### src/rtl/decode_pkg.sv
// rtl/decode_pkg.sv - opcode constants, field positions and issue state type shared by issue logic
package decode_pkg;

    localparam logic [6:0] OP_IMM    = 7'b0010011;
    localparam logic [6:0] OP_REG    = 7'b0110011;
    localparam logic [6:0] OP_STORE  = 7'b0100011;
    localparam logic [6:0] OP_BRANCH = 7'b1100011;
    localparam logic [6:0] OP_LUI    = 7'b0110111;
    localparam logic [6:0] OP_AUIPC  = 7'b0010111;
    localparam logic [6:0] OP_JAL    = 7'b1101111;

    localparam int OPCODE_LSB = 0;
    localparam int OPCODE_MSB = 6;
    localparam int RD_LSB     = 7;
    localparam int RD_MSB     = 11;
    localparam int RS1_LSB    = 15;
    localparam int RS1_MSB    = 19;
    localparam int RS2_LSB    = 20;
    localparam int RS2_MSB    = 24;
    localparam int IMM_LSB    = 20;
    localparam int IMM_MSB    = 31;

    typedef enum logic [1:0] {
        ST_EMPTY  = 2'd0,
        ST_FULL   = 2'd1,
        ST_HAZARD = 2'd2
    } issue_state_t;

    function automatic logic reads_rs1(input logic [6:0] op);
        return !(op == OP_LUI || op == OP_AUIPC || op == OP_JAL);
    endfunction

    function automatic logic reads_rs2(input logic [6:0] op);
        return (op == OP_REG || op == OP_STORE || op == OP_BRANCH);
    endfunction

    function automatic logic writes_rd(input logic [6:0] op);
        return !(op == OP_STORE || op == OP_BRANCH);
    endfunction

endpackage

### src/rtl/busy_scoreboard.sv
// rtl/busy_scoreboard.sv - per-register outstanding-write bits; ISSUE_WB_BYPASS_EN masks same-cycle writebacks on reads
module busy_scoreboard (
    input  logic       clk,
    input  logic       rst_n,
    input  logic       set_en,
    input  logic [4:0] set_rd,
    input  logic       clr_en,
    input  logic [4:0] clr_rd,
    input  logic [4:0] rs1,
    input  logic [4:0] rs2,
    input  logic [4:0] rd,
    output logic       rs1_busy,
    output logic       rs2_busy,
    output logic       rd_busy
);

    logic [31:0] busy;
    logic [31:0] set_mask;
    logic [31:0] clr_mask;
    logic [31:0] view;

    // x0 is excluded from both masks, so busy[0] stays zero forever
    always_comb begin
        set_mask = '0;
        clr_mask = '0;
        if (set_en && set_rd != 5'd0) set_mask[set_rd] = 1'b1;
        if (clr_en && clr_rd != 5'd0) clr_mask[clr_rd] = 1'b1;
    end

    always_ff @(posedge clk or negedge rst_n) begin
        if (!rst_n) begin
            busy <= '0;
        end else begin
            busy <= (busy & ~clr_mask) | set_mask;
        end
    end

`ifdef ISSUE_WB_BYPASS_EN
    assign view = busy & ~clr_mask;
`else
    assign view = busy;
`endif

    assign rs1_busy = view[rs1];
    assign rs2_busy = view[rs2];
    assign rd_busy  = view[rd];

endmodule

### src/rtl/issue_ctrl.sv
// rtl/issue_ctrl.sv - single-entry issue buffer with scoreboard hazard hold and stall counter
module issue_ctrl
    import decode_pkg::*;
#(
    parameter int STALL_CNT_W = 16
) (
    input  logic                   clk,
    input  logic                   rst_n,
    input  logic                   f_valid,
    input  logic [31:0]            f_instr,
    output logic                   f_ready,
    output logic                   i_valid,
    input  logic                   i_ready,
    output logic [31:0]            i_instr,
    output logic [4:0]             i_rs1,
    output logic [4:0]             i_rs2,
    output logic [4:0]             i_rd,
    output logic [6:0]             i_opcode,
    input  logic                   wb_valid,
    input  logic [4:0]             wb_rd,
    input  logic                   flush,
    output logic [STALL_CNT_W-1:0] stall_cnt
);

    logic         held;
    logic [31:0]  instr;
    issue_state_t state;
    logic         hazard;
    logic         issue;
    logic         fetch;
    logic         rs1_busy;
    logic         rs2_busy;
    logic         rd_busy;

    assign i_instr  = instr;
    assign i_opcode = instr[OPCODE_MSB:OPCODE_LSB];
    assign i_rd     = instr[RD_MSB:RD_LSB];
    assign i_rs1    = instr[RS1_MSB:RS1_LSB];
    assign i_rs2    = instr[RS2_MSB:RS2_LSB];

    busy_scoreboard u_scoreboard (
        .clk      (clk),
        .rst_n    (rst_n),
        .set_en   (issue && writes_rd(i_opcode)),
        .set_rd   (i_rd),
        .clr_en   (wb_valid),
        .clr_rd   (wb_rd),
        .rs1      (i_rs1),
        .rs2      (i_rs2),
        .rd       (i_rd),
        .rs1_busy (rs1_busy),
        .rs2_busy (rs2_busy),
        .rd_busy  (rd_busy)
    );

    // busy[0] is never set, so x0 operands cannot raise a hazard
    assign hazard = (reads_rs1(i_opcode) && rs1_busy)
                  | (reads_rs2(i_opcode) && rs2_busy)
                  | (writes_rd(i_opcode) && rd_busy);

    // FULL vs HAZARD is recomputed every cycle from the live scoreboard
    always_comb begin
        state = ST_EMPTY;
        if (held) state = hazard ? ST_HAZARD : ST_FULL;
    end

    assign i_valid = (state == ST_FULL) && !flush;
    assign f_ready = !flush && (state == ST_EMPTY || (i_valid && i_ready));
    assign issue   = i_valid && i_ready;
    assign fetch   = f_valid && f_ready;

    always_ff @(posedge clk or negedge rst_n) begin
        if (!rst_n) begin
            held  <= 1'b0;
            instr <= '0;
        end else if (flush) begin
            held  <= 1'b0;
            instr <= '0;
        end else if (fetch) begin
            held  <= 1'b1;
            instr <= f_instr;
        end else if (issue) begin
            held  <= 1'b0;
        end
    end

    always_ff @(posedge clk or negedge rst_n) begin
        if (!rst_n) begin
            stall_cnt <= '0;
        end else if (state == ST_HAZARD && stall_cnt != {STALL_CNT_W{1'b1}}) begin
            stall_cnt <= stall_cnt + {{(STALL_CNT_W-1){1'b0}}, 1'b1};
        end
    end

endmodule

### config.mk
export PLATFORM = sky130hd
export DESIGN_NAME = issue_ctrl
export DESIGN_NICKNAME = d
export VERILOG_FILES = /design/src/rtl/decode_pkg.sv /design/src/rtl/busy_scoreboard.sv /design/src/rtl/issue_ctrl.sv
export SDC_FILE = /design/constraint.sdc
export NUM_CORES = 1
export LEC_CHECK = 0
export ABC_AREA = 1
export CORE_ASPECT_RATIO = 1.2
export CORE_MARGIN = 2
export CORE_UTILIZATION = 38
export CTS_BUF_LIST = sky130_fd_sc_hd__clkbuf_8
export DETAILED_ROUTE_END_ITERATION = 8
export GPL_ROUTABILITY_DRIVEN = 0
export MAX_ROUTING_LAYER = met4
export PLACE_DENSITY_LB_ADDON = 0.3
export SLEW_MARGIN = 0
export SYNTH_ARGS = -nofsm -noshare
export SYNTH_HDL_FRONTEND = slang
export SYNTH_SLANG_ARGS = --single-unit
### constraint.sdc
create_clock -name clk -period 3.1 [get_ports clk]
set_clock_uncertainty 0.1 [all_clocks]
set_input_delay 0.62 -clock clk [delete_from_list [all_inputs] [get_ports clk]]
set_output_delay 0.62 -clock clk [all_outputs]
set_load 0.01 [all_outputs]
==> flow_metrics.py <==
metrics = {
    "power_and_ir_drop": {
        "total_power_uw": 2760,
        "power_density_nw_per_um2": 433,
        "total_leakage_power_uw": 0.00285,
        "ir_drop_uv": 353,
    },
    "global_routing": {
        "grt_start_max_net_pins": 82,
        "antenna_found_initial": 0,
        "grt_pass1_vias": 5034,
        "overflow": 0,
        "grt_pass1_wl_mm": 24.5,
        "grtUsageTotal_pct": 23.0,
    },
    "clock_network": {
        "cts-buffers-inserted": 9,
        "insertion_delay_ns": 0.36,
        "cts_root_buf": "clkbuf_8",
        "cts.reportedPaths.clkPinSlew_ns": 0.09,
        "h-tree-depth": 3,
        "cts_buffer_depth": 2,
        "clock-sinks": 81,
        "postCtsHoldBufs": 0,
        "tritoncts": "yes",
    },
    "synthesis": {
        "yosysTopAreaCellShare_pct": 41.4,
        "synthDistinctLibCells": 31,
        "async_flop_share_pct": 100,
        "ys_ff_latch": 81,
        "synthFlopType": "dfrtp_1",
        "synthCells": 674,
        "synth_area_per_cell_um2": 7.26,
        "yosys_warnings": 0,
        "ys_top_cells_by_area": "dfrtp_1 (41%), nand2_1 (18%), nand3_1 (13%)",
        "synth_nets": 718,
        "synth_edf_count": 0,
        "syn_area_um2": 4900,
        "seq_area_frac_synth_pct": 41.4,
        "synth_top_cell_by_area": "dfrtp_1",
    },
    "setup_path": {
        "worst_path_most_repeated_cell": "nand2_1",
        "cp-end-kind": "output port",
        "worst_setup_path_start_kind": "register",
        "path_class": "register to output port",
        "cp_cell_sequence": "inv_1 -> nor3_1 -> o21ai_1 -> nand2_1 -> nor2_1 -> nand2_1 -> nand2_1 -> nand2_2 -> nor2_4 -> nand3_4 -> a21oi_4 -> buf_6",
        "crit_fanout": 8,
        "cpPeakStageDelay_ns": 0.50,
        "worstPathRequired_ns": 2.38,
        "cp.arrival_ns": 2.22,
        "ff2ff_setup_slack_ns": 0.51,
        "cp_slowest_cell": "dfrtp_1",
    },
    "route": {
        "drt_iter0_markers": 327,
        "drc": 0,
        "via_count": 5042,
        "drt-total-wl_mm": 14.9,
        "drt_pass1_iterations": 5,
        "vias_per_cell": 5.31,
        "routedWlPerCell_um": 15.7,
        "ant_nets": 0,
    },
    "sta": {
        "tightest_slew_ns": 1.02,
        "min_period_ns": 2.94,
        "finalCritPeriodShare_pct": 94.8,
        "hold-worst-slack_ns": 0.316,
        "slew_headroom_pct": 32.3,
        "setup_viol": 0,
        "hold_violations": 0,
        "finalMaxSlewViolations": 0,
        "max_freq_mhz": 340,
        "rsz0062_at_grt": "yes",
    },
    "flow_run": {
        "max_cap_viol_count": 0,
    },
    "die": {
        "die_x_um": 108,
        "die_height_um": 128,
        "start_util_pct": 38.8,
        "design.core.area_um2": 12600,
        "dieArea_um2": 13800,
        "ios": 115,
        "placement_rows": 45,
    },
    "placement": {
        "port_buffers": 114,
        "dp_hpwl_mm": 10.9,
    },
    "layout": {
        "antenna-diode-count": 0,
        "drive_above_1_share_pct": 9.41,
        "area_growth_syn_to_layout_pct": 30.5,
        "nNetsFinal": 825,
        "nFillCells": 1256,
    },
    "run_status": {
        "status": "complete, no violations",
    },
    "hold_path": {
        "hold_class": "input port to async pin",
    },
}
-- per-layer routing --
layer / global-route usage (%) / wire length [um]
met5: - / 0
met2: 37.8 / 7380
met1: 26.8 / 5840
met4: 13.3 / 841
met3: 3.39 / 839
-- timing repair --
action	4_1_cts	5_1_grt
gates cloned	0	0
setup endpoints to repair	2	2
buffers inserted	3	3
gates resized for setup	5	9
pin swaps	0	0
hold endpoints to repair	0	0
-- registers in the layout, summed over array words and instances, names as in the netlist --
register           flops
stall_cnt             16
held                   1
u_scoreboard.busy     32
i_instr               32
-- metrics by stage --
| step | util, % | setup WS [ns] | TNS [ns] | std cells | instance area [um2] |
|---|---|---|---|---|---|
| floorplan | - | 0.484 | 0 | 674 | 4900 |
| finish | 50.7 | 0.162 | 0 | 950 | 6390 |
| global route | 50.7 | -0.0133 | -0.0133 | 950 | 6390 |
| detailed placement | 48.4 | -0.0843 | -0.110 | 928 | 6100 |
| global placement | 48.4 | 0.0694 | 0 | 928 | 6100 |
| CTS | 50.5 | 0.0224 | 0 | 947 | 6370 |
-- final cells by class --
cell class / count / area (um2) / area share (%)
clock buffers: 12 / 165 / 2.58
flip-flops and latches: 81 / 2030 / 31.8
multi-input cells: 504 / 2360 / 36.9
inverters: 36 / 135 / 2.11
well taps: 164 / 205 / 3.21
clock inverters: 4 / 73.8 / 1.16
repair buffers: 149 / 1420 / 22.3
-- final timing paths --
path / depth (start not counted) / endpoint / start
worst max-delay path: 12 / f_ready / i_instr[11]
worst min register to register: 0 / u_scoreboard.busy[0] / u_scoreboard.busy[0]
worst min-delay path: 1 / u_scoreboard.busy[27] / rst_n
min in group clk: 0 / u_scoreboard.busy[0] / u_scoreboard.busy[0]
max in group asynchronous: 1 / i_instr[20] / rst_n
worst max register to register: 19 / i_instr[17] / i_instr[7]
-- worst max-delay path: cells and delay by family, from the launching register on --
kind / cells / cell delay, ns
buffers and inverters: 2 / 0.25
flip-flops: 1 / 0.50
AO/OA/AOI/OAI: 2 / 0.20
AND/OR/NAND/NOR: 8 / 0.92
-- where the power goes --
part | total, uW | internal [uW] | switching, uW
clock network | 918 | 520 | 398
logic | 627 | 301 | 325
registers | 1220 | 1130 | 93.4
-- cells by family (layout without fill, tap and decap cells) --
group / Yosys count / in the layout / share of synthesized area (%)
buffers and inverters: 89 / 201 / 10.5
DFF: 81 / 81 / 41.4
adders and majority gates: 1 / 1 / 0.256
xor gates and xnor gates: 13 / 13 / 2.33
and+or+nand+nor: 407 / 407 / 36.7
AOI/OAI and AO/OA: 83 / 83 / 8.79
-- Yosys cell counts (3+ instances only) --
library cell	count
nand2_1	229
inv_1	29
nand3_1	131
o21ai_0	39
dfrtp_1	81
o21ai_1	34
xnor2_1	5
nor3_1	11
buf_2	12
clkbuf_1	3
nor4_1	4
xor2_1	8
nor2_1	16
nand4_1	4
buf_4	26
buf_1	3
buf_6	9
a21oi_1	8
inv_2	7
-- cells in the final DEF, fill, tap and decap left out, types with 2 or more instances in the layout --
cell type / n
xnor2_1: 5
nand2_2: 3
dfrtp_1: 78
bufinv_16: 2
o21ai_0: 39
nand3_1: 131
o21ai_1: 34
inv_2: 7
nor2_4: 2
nand4_1: 4
nand2_1: 228
buf_4: 34
nor3_1: 11
nor4_1: 4
nor2_1: 16
inv_1: 29
clkdlybuf4s50_1: 111
buf_12: 2
clkbuf_8: 12
a21oi_1: 8
xor2_1: 8
dfrtp_2: 3
nand3b_1: 2
Power figures use the tool's default switching activity.
